File: config.mk
export PLATFORM = sky130hd
export DESIGN_NAME = swc_ll_read_pump_walker
export DESIGN_NICKNAME = d
export VERILOG_FILES = /design/src/rtl/swc_ll_pkg.sv /design/src/rtl/swc_ll_req_holder.sv /design/src/rtl/swc_ll_read_pump_walker.sv
export SDC_FILE = /design/constraint.sdc
export NUM_CORES = 1
export LEC_CHECK = 0
export BUFFER_PORTS_ARGS = -buffer_cell sky130_fd_sc_hd__buf_4
export CAP_MARGIN = 5
export CORE_MARGIN = 3
export CORE_UTILIZATION = 45
export DETAILED_ROUTE_END_ITERATION = 7
export HOLD_SLACK_MARGIN = 0.03
export PLACE_DENSITY_LB_ADDON = 0.2
export SLEW_MARGIN = 20
export SYNTH_ARGS = -nofsm -noshare
export SYNTH_HDL_FRONTEND = slang
export SYNTH_HIERARCHICAL = 1
export SYNTH_SLANG_ARGS = --single-unit
File: constraint.sdc
create_clock -name clk_i -period 2.2 [get_ports clk_i]
set_input_delay 0.22 -clock clk_i [delete_from_list [all_inputs] [get_ports clk_i]]
set_output_delay 0.22 -clock clk_i [all_outputs]
set_load 0.1 [all_outputs]
File: src/rtl/swc_ll_pkg.sv
// swc_ll_pkg: shared constants and walker state encoding for the linked-list read path
package swc_ll_pkg;
    localparam int c_page_addr_width = 10;
    localparam int c_num_ports = 11;
    typedef enum logic [1:0] {S_IDLE = 2'd0, S_RUN = 2'd1, S_DRAIN = 2'd2} state_t;
endpackage

File: src/rtl/swc_ll_req_holder.sv
// swc_ll_req_holder: level linked-list read request, cleared on done, with latched address
module swc_ll_req_holder import swc_ll_pkg::*; #(
    parameter int g_page_addr_width = c_page_addr_width
) (
    input  logic                         clk_i,
    input  logic                         rst_n_i,
    input  logic                         set,
    input  logic [g_page_addr_width-1:0] set_addr,
    input  logic                         done,
    output logic                         req,
    output logic [g_page_addr_width-1:0] addr
);
    // a new request issued on the done edge keeps req high with the new address
    always_ff @(posedge clk_i) begin
        if (!rst_n_i) begin
            req <= 1'b0;
            addr <= '0;
        end else if (set) begin
            req <= 1'b1;
            addr <= set_addr;
        end else if (done) begin
            req <= 1'b0;
        end
    end
endmodule

File: src/rtl/swc_ll_read_pump_walker.sv
// swc_ll_read_pump_walker: walks a packet's page chain, prefetching one next pointer ahead
module swc_ll_read_pump_walker import swc_ll_pkg::*; #(
    parameter int g_page_addr_width = c_page_addr_width,
    parameter int g_cnt_width = 7
) (
    input  logic                         clk_i,
    input  logic                         rst_n_i,
    input  logic                         pck_start_i,
    input  logic [g_page_addr_width-1:0] pck_first_page_i,
    input  logic [g_cnt_width-1:0]       pck_npages_i,
    output logic                         pck_ready_o,
    output logic                         pck_done_o,
    input  logic                         abort_i,
    output logic                         page_valid_o,
    output logic [g_page_addr_width-1:0] page_addr_o,
    output logic                         page_last_o,
    input  logic                         page_ready_i,
    output logic                         ll_read_req_o,
    output logic [g_page_addr_width-1:0] ll_read_addr_o,
    input  logic                         ll_read_done_i,
    input  logic [g_page_addr_width-1:0] ll_data_i
);
    state_t state;
    logic [g_cnt_width-1:0] remaining;
    logic [g_page_addr_width-1:0] nxt_reg, fwd, set_addr;
    logic nxt_valid, hs, start, adv, set, busy;

    // adv: move to the next page, either on a handshake or once a stalled pointer returns
    always_comb begin
        hs = page_valid_o & page_ready_i;
        start = state == S_IDLE && pck_start_i && pck_npages_i != '0;
        adv = state == S_RUN && !abort_i && (nxt_valid || ll_read_done_i) && (page_valid_o ? hs && !page_last_o : 1'b1);
        fwd = nxt_valid ? nxt_reg : ll_data_i;
        set = start ? pck_npages_i > g_cnt_width'(1) : adv && remaining > g_cnt_width'(1);
        set_addr = start ? pck_first_page_i : fwd;
        busy = ll_read_req_o && !ll_read_done_i;
    end

    swc_ll_req_holder #(.g_page_addr_width(g_page_addr_width)) u_req (
        .clk_i(clk_i),
        .rst_n_i(rst_n_i),
        .set(set),
        .set_addr(set_addr),
        .done(ll_read_done_i),
        .req(ll_read_req_o),
        .addr(ll_read_addr_o)
    );

    always_ff @(posedge clk_i) begin
        if (!rst_n_i) begin
            state <= S_IDLE;
            pck_ready_o <= 1'b1;
            pck_done_o <= 1'b0;
            page_valid_o <= 1'b0;
            page_addr_o <= '0;
            page_last_o <= 1'b0;
            remaining <= '0;
            nxt_reg <= '0;
            nxt_valid <= 1'b0;
        end else begin
            pck_done_o <= 1'b0;
            case (state)
                S_IDLE: if (start) begin
                    page_valid_o <= 1'b1;
                    page_addr_o <= pck_first_page_i;
                    page_last_o <= pck_npages_i == g_cnt_width'(1);
                    remaining <= pck_npages_i - 1'b1;
                    pck_ready_o <= 1'b0;
                    nxt_valid <= 1'b0;
                    state <= S_RUN;
                end
                S_RUN: if (abort_i) begin
                    page_valid_o <= 1'b0;
                    nxt_valid <= 1'b0;
                    state <= busy ? S_DRAIN : S_IDLE;
                    pck_ready_o <= !busy;
                end else if (adv) begin
                    page_valid_o <= 1'b1;
                    page_addr_o <= fwd;
                    page_last_o <= remaining == g_cnt_width'(1);
                    remaining <= remaining - 1'b1;
                    nxt_valid <= 1'b0;
                end else if (hs) begin
                    page_valid_o <= 1'b0;
                    pck_done_o <= page_last_o;
                    if (page_last_o) begin
                        state <= S_IDLE;
                        pck_ready_o <= 1'b1;
                    end
                end else if (ll_read_done_i) begin
                    nxt_reg <= ll_data_i;
                    nxt_valid <= 1'b1;
                end
                S_DRAIN: if (ll_read_done_i) begin
                    state <= S_IDLE;
                    pck_ready_o <= 1'b1;
                end
                default: state <= S_IDLE;
            endcase
        end
    end
endmodule

==> impl_summary.txt, run 1 <==
----------------------------------------------------
[Detailed routing]
  Drt drc ... 0
  WL/cell ... 14.8 um
  Routed WL ... 6.08 mm
  Initial detailed-routing violation count ... 91
  Remaining antenna violation count ... 0
  Number of search-and-repair iterations in the first detailed-routing pass ... 5
  Number of vias per cell after detailed routing ... 5.14
  Total vias in the final route ... 2107

[Placed design]
  Placed cells ... 403
  Port-buffer cells ... 57
  Post-place setup slack ... 138 ps
  Estimated wirelength of the detail-placed design ... 4.36 mm
  Final GP Congestion ... 0.755

[Critical path]
  Endpoint arrival time on the critical path ... 2200 ps
  Data required time at the worst endpoint ... 2400 ps
  Cell depth of the worst flop-to-flop path ... 9
  R2R Path End ... u_req/addr[1]
  Classification of the worst setup path ... reg2reg
  Worst r2r src ... state[1]
  Kind of end point of the critical path ... register
  Largest fanout of any net on the critical path ... 11
  Reg-to-reg slack, setup ... 200 ps
  Worst setup SP type ... register

[Pwr]
  Sw Share ... 42.6%
  Leakage power ... 1.36 nW
  Share of power burned in the clock network ... 19.5%
  PnR Total Power ... 2.63 mW
  Pint ... 1.51 mW
  Share of total power in combinational logic ... 43.5%
  Power share of the sequential group ... 36.9%
  Power density of the placed cells ... 814 mW/mm^2
  Max IR drop VDD ... 0.000434 V
  Net switching power figure ... 1.12 mW

[Status]
  Run status ... complete, no violations

[Logic synthesis]
  Number of instances in the synthesized netlist ... 281
  Syn Nets ... 324
  Post-Syn Area per Cell ... 9.36 sq um
  Top FF cell, synth ... sky130_fd_sc_hd__dfxtp_1
  Async set-reset flop share out of synthesis ... 0%
  Register area share after synthesis ... 34.3%
  Unique masters post-synth ... 42
  Post-synthesis cell area ... 0.00263 sq mm
  YS warnings ... 6
  Synthesis-stage register bit count ... 45
  Number of enable-type register cells in the synthesized netlist ... 0

[Cells and area]
  Signed area change from the synthesized netlist to the final layout ... 22.8%
  Antenna diodes ... 0
  Top library cells by usage in the layout, fill and taps aside ... sky130_fd_sc_hd__buf_4 (63), sky130_fd_sc_hd__mux2i_1 (44), sky130_fd_sc_hd__dfxtp_1 (44)
  Final non-filler cell total ... 410
  Most common cell after layout, fill and taps aside ... sky130_fd_sc_hd__buf_4
  Number of nets in the finished design ... 381
  Share of post-route cells with drive strength above 1 ... 29.3%
  Final core area utilization ... 57.9%

[Global routing]
  Wire length of the first global-routing pass ... 9.72 mm
  Number of global-route vias before repair ... 2051
  Maximum number of pins on one net before global-route repair ... 50
  Remaining Overflow, GRT ... 0
  Number of antenna violations at the first check in global routing ... 0
  Global-route usage over all layers ... 18.9%

[CTS]
  Root buffer selected by CTS ... sky130_fd_sc_hd__clkbuf_8
  CTS Hold Bufs ... 0
  CTS Buffer Depth ... 2
  Clock-pin slew of the registers on the worst-case setup and hold paths ... 90 ps
  Deepest level of the CTS H-tree ... 2
  Clock tree from TritonCTS ... yes
  Clock latency reported for the late side of the worst-skew pair ... 300 ps
  Sink Count ... 45
  Post-cts resize count ... 0
  Number of buffers added by the clock tree synthesis step ... 5
  Setup repair bufs after CTS ... 0

[Min path]
  Hold worst-path end ... nxt_reg[8]
  HP Start ... ll_data_i[8]
  Min-delay worst type ... in2reg
  Cell count of the worst hold path ... 3

[Floorplanning]
  Std-Cell Core Area ... 0.00557 sq mm
  Height of the chip ... 82.4 um
  Cell Rows ... 27
  Effective utilization at floorplan ... 47.2%
  Area of the die ... 0.00679 sq mm
  Die Width ... 82.4 um
  Top-level port count ... 58

[STA]
  Unrepaired setup endpoints after global routing ... no
  Slack of the critical path ... 198 ps
  Transition time of the tightest slew-check pin ... 445 ps
  Final hold violation count ... 0
  Worst clock skew ... 13.2 ps
  Worst slew margin relative to its limit ... 70.0%
  Setup TNS Final ... 0 ps
  Portion of the clock cycle consumed by the worst path in the final layout ... 91.0%
  Time the final worst path needs with I/O delays and setup ... 2000 ps
  Setup-violating endpoint count in the final report ... 0
  Pins over their slew limit ... 0
  Fmax achieved ... 499 MHz

[Job]
  Number of maximum-capacitance violations ... 0

----------------------------------------------------
==> worst max-delay path by stage <==
stage | from | to | slack [ps]
finish | state[1] | u_req/addr[1] | 200
detailed placement | pck_npages_i[4] | u_req/addr[8] | 140
CTS | state[1] | pck_ready_o | 130
global placement | pck_npages_i[4] | u_req/addr[3] | 170
global route | state[1] | pck_ready_o | 9
floorplan | pck_npages_i[4] | u_req/addr[0] | 50
==> cells in the mapped netlist, types with 3 or more instances <==
master,n,share of area (%)
sky130_fd_sc_hd__nand2_1,17,2.4
sky130_fd_sc_hd__a21oi_1,5,0.95
sky130_fd_sc_hd__xnor2_1,4,1.3
sky130_fd_sc_hd__o21ai_0,12,2.3
sky130_fd_sc_hd__buf_6,3,1.3
sky130_fd_sc_hd__nor2_1,10,1.4
sky130_fd_sc_hd__nand3_1,6,1.1
sky130_fd_sc_hd__dfxtp_1,45,34
sky130_fd_sc_hd__nor3_1,4,0.76
sky130_fd_sc_hd__inv_1,20,2.9
sky130_fd_sc_hd__clkbuf_1,9,1.3
sky130_fd_sc_hd__mux2_2,21,9.0
sky130_fd_sc_hd__nor2b_1,24,5.7
sky130_fd_sc_hd__ha_1,10,4.8
sky130_fd_sc_hd__mux2i_1,44,17
sky130_fd_sc_hd__a21boi_0,3,0.86
sky130_fd_sc_hd__and2_1,11,2.6
==> power groups by stage <==
stage               registers (mW)  clock network, mW  logic (mW)
floorplan                     1.38                  0       0.487
global placement             0.987                  0        1.13
detailed placement           0.987                  0        1.15
CTS                          0.970              0.525        1.15
global route                 0.981              0.569        1.22
finish                       0.970              0.513        1.14
==> area by class of cell <==
class,instances,area (sq um)
clock buffer,5,68.8
clock inverter,2,16.3
fill,541,2340
inverter,21,82.6
multi-input combinational,201,1580
sequential,45,902
tap,72,90.1
timing repair buffer,64,493
==> cell families after synthesis <==
kind of cell,synth area share (%)
adder cells (fa/ha/maj),4.76
flip-flops,34.3
AO/OA/AOI/OAI,11.0
buffers and inverters,5.95
XOR/XNOR,2.00
multiplexers,25.7
AND/OR/NAND/NOR,16.2
==> per-layer routing <==
layer	track usage, %	part of all wire (%)
met1	23.5	46
met5	0	0
met4	5.98	1.2
met3	3.58	4.6
met2	32.7	49
==> worst max-delay path, cell delays in order (launching register included) <==
cell	delay, ps
sky130_fd_sc_hd__dfxtp_1	330
sky130_fd_sc_hd__inv_1	120
sky130_fd_sc_hd__ha_1	190
sky130_fd_sc_hd__nand2b_1	110
sky130_fd_sc_hd__a211oi_1	400
sky130_fd_sc_hd__nand2_1	90
sky130_fd_sc_hd__o21ai_1	140
sky130_fd_sc_hd__buf_4	250
sky130_fd_sc_hd__mux2i_1	230
sky130_fd_sc_hd__nor2b_1	60
==> metrics by stage <==
stage / hold WS, ps / cell area, sq um
2_1_floorplan: 348 / 2630
3_3_place_gp: 468 / 3140
3_5_place_dp: 480 / 3140
4_1_cts: 181 / 3230
5_1_grt: 208 / 3230
6_report: 181 / 3230
Power figures use the tool's default switching activity.
==> inputs of run 2 (changes only) <==
--- a/config.mk
+++ b/config.mk
@@ -8,9 +8,9 @@
 export BUFFER_PORTS_ARGS = -buffer_cell sky130_fd_sc_hd__buf_4
 export CAP_MARGIN = 5
 export CORE_MARGIN = 3
-export CORE_UTILIZATION = 45
+export CORE_UTILIZATION = 49
 export DETAILED_ROUTE_END_ITERATION = 7
-export HOLD_SLACK_MARGIN = 0.03
+export HOLD_SLACK_MARGIN = 0.06
 export PLACE_DENSITY_LB_ADDON = 0.2
 export SLEW_MARGIN = 20
 export SYNTH_ARGS = -nofsm -noshare
==> run 2 against run 1 <==
Routed wire length fell by 1.4%; combinational power hardly changed; utilization grew 5.0 points; worst hold slack lost 6.1 ps; sequential power barely moved; cell count unchanged; count of clock-buffer cells in the layout rose by 1; setup slack worse by 44 ps; cell area is 0.23% higher; sequential share of layout area fell by 0.065 points; die area fell by 7.6%.
==> impl_summary.txt, run 2 (synthesis gave the netlist of run 1 again) <==
----------------------------------------------------
[Pwr]
  Max IR drop VDD ... 0.000418 V
  Power density of the placed cells ... 817 mW/mm^2
  Leakage power ... 1.36 nW

[Floorplanning]
  Top-level port count ... 58
  Effective utilization at floorplan ... 51.1%
  Area of the die ... 0.00628 sq mm
  Std-Cell Core Area ... 0.00514 sq mm
  Die Width ... 79.2 um
  Height of the chip ... 79.2 um
  Cell Rows ... 26

[Critical path]
  Data required time at the worst endpoint ... 2410 ps
  Reg-to-reg slack, setup ... 150 ps
  Crit-path cells ... inv_1 -> ha_1 -> nand2_1 -> a21oi_1 -> buf_4 -> mux2_2 -> mux2i_1 -> nor2b_1
  Cell depth of the worst flop-to-flop path ... 8
  Delay of the slowest cell on the worst path ... 360 ps
  Kind of end point of the critical path ... register
  Worst r2r src ... state[0]
  Cell at the slowest stage of the critical path ... sky130_fd_sc_hd__mux2_2
  Worst setup SP type ... register
  R2R Path End ... u_req/addr[6]
  Classification of the worst setup path ... reg2reg
  Largest fanout of any net on the critical path ... 10
  Endpoint arrival time on the critical path ... 2250 ps

[Detailed routing]
  Number of vias per cell after detailed routing ... 5.18
  Remaining antenna violation count ... 0
  Routed WL ... 5.99 mm
  Total vias in the final route ... 2123
  Drt drc ... 0
  WL/cell ... 14.6 um
  Number of search-and-repair iterations in the first detailed-routing pass ... 4
  Initial detailed-routing violation count ... 114

[CTS]
  CTS Buffer Depth ... 2
  Clock-pin slew of the registers on the worst-case setup and hold paths ... 90 ps
  Root buffer selected by CTS ... sky130_fd_sc_hd__clkbuf_8
  Clock tree from TritonCTS ... yes
  Number of buffers added by the clock tree synthesis step ... 5
  Sink Count ... 45
  Deepest level of the CTS H-tree ... 2
  Clock latency reported for the late side of the worst-skew pair ... 310 ps

[Cells and area]
  Share of post-route cells with drive strength above 1 ... 30.0%
  Signed area change from the synthesized netlist to the final layout ... 23.1%
  Antenna diodes ... 0
  Number of nets in the finished design ... 382
  Most common cell after layout, fill and taps aside ... sky130_fd_sc_hd__buf_4
  Top library cells by usage in the layout, fill and taps aside ... sky130_fd_sc_hd__buf_4 (64), sky130_fd_sc_hd__mux2i_1 (44), sky130_fd_sc_hd__dfxtp_1 (44)

[Min path]
  Cell count of the worst hold path ... 3
  Min-delay worst type ... in2reg
  Hold worst-path end ... nxt_reg[4]
  HP Start ... ll_data_i[4]

[Job]
  Number of maximum-capacitance violations ... 0

[STA]
  Worst clock skew ... 9.35 ps
  Worst slew margin relative to its limit ... 70.4%
  Time the final worst path needs with I/O delays and setup ... 2050 ps
  Setup-violating endpoint count in the final report ... 0
  Setup TNS Final ... 0 ps
  Portion of the clock cycle consumed by the worst path in the final layout ... 93.0%
  Final hold slack ... 175 ps
  Final hold violation count ... 0
  Pins over their slew limit ... 0
  Transition time of the tightest slew-check pin ... 443 ps
  Unrepaired setup endpoints after global routing ... no
  Fmax achieved ... 489 MHz

[Status]
  Run status ... complete, no violations

[Global routing]
  Remaining Overflow, GRT ... 0
  Global-route usage over all layers ... 19.6%
  Number of antenna violations at the first check in global routing ... 0
  Number of global-route vias before repair ... 2033
  Wire length of the first global-routing pass ... 9.66 mm
  Maximum number of pins on one net before global-route repair ... 50

[Placed design]
  Final GP Congestion ... 0.852
  Estimated wirelength of the detail-placed design ... 4.31 mm
  Port-buffer cells ... 57

----------------------------------------------------
run 2: worst max path at each step:
| stage | start | to | slack (ps) |
|---|---|---|---|
| 2_1_floorplan | pck_npages_i[4] | u_req/addr[0] | 50 |
| 3_3_place_gp | pck_npages_i[4] | page_addr_o[0] | 180 |
| 3_5_place_dp | pck_npages_i[4] | u_req/addr[3] | 140 |
| 4_1_cts | state[1] | u_req/addr[6] | 100 |
| 5_1_grt | state[1] | u_req/addr[0] | 10 |
| 6_report | state[0] | u_req/addr[6] | 150 |
run 2: metal layers:
layer | GRT usage [%] | wire [um] | up-vias
li1 | - | - | 1078
met1 | 24.5 | 2620 | 969
met2 | 33.5 | 2930 | 70
met3 | 5.44 | 388 | 6
met4 | 4.64 | 42 | 0
met5 | 0 | 0 | -
run 2: area by class of cell:
type | count | area [sq um]
multi-input cells | 201 | 1590
clock inverters | 2 | 15.0
inverters | 21 | 82.6
repair buffers | 65 | 492
clock buffers | 6 | 72.6
well taps | 70 | 87.6
fillers | 494 | 1900
flip-flops and latches | 45 | 902
run 2: timing repair:
| item | in CTS | in global routing |
|---|---|---|
| resized for setup | 0 | 4 |
| endpoints found under the hold margin | 0 | 0 |
| setup endpoints to repair | 0 | 15 |
| setup buffers | 0 | 0 |
| hold buffers | 0 | 0 |
run 2: stage by stage:
stage          power, mW  setup WS, ps  cells  cell area (sq um)  utilization, %
2_1_floorplan       1.86          48.7    281               2630               -
3_3_place_gp        2.11           178    402               3130            61.0
6_report            2.64           154    410               3240            63.0
4_1_cts             2.65           103    410               3220            62.7
3_5_place_dp        2.13           137    402               3130            61.0
5_1_grt             2.78          11.1    410               3240            63.0
run 2: worst max-delay path, delay by kind of cell (launching register included):
family	cells	cell delay [ps]
AO/OA/AOI/OAI	1	320
adder cells (fa/ha/maj)	1	230
multiplexers	2	520
flip-flops	1	350
buffers and inverters	2	400
AND/OR/NAND/NOR	2	130
run 2: report_power, final:
part | total (mW) | internal [mW] | switching (mW) | leakage [nW]
clock network | 0.524 | 0.224 | 0.299 | 0.0374
registers | 0.969 | 0.900 | 0.0688 | 0.369
logic | 1.15 | 0.391 | 0.760 | 0.951
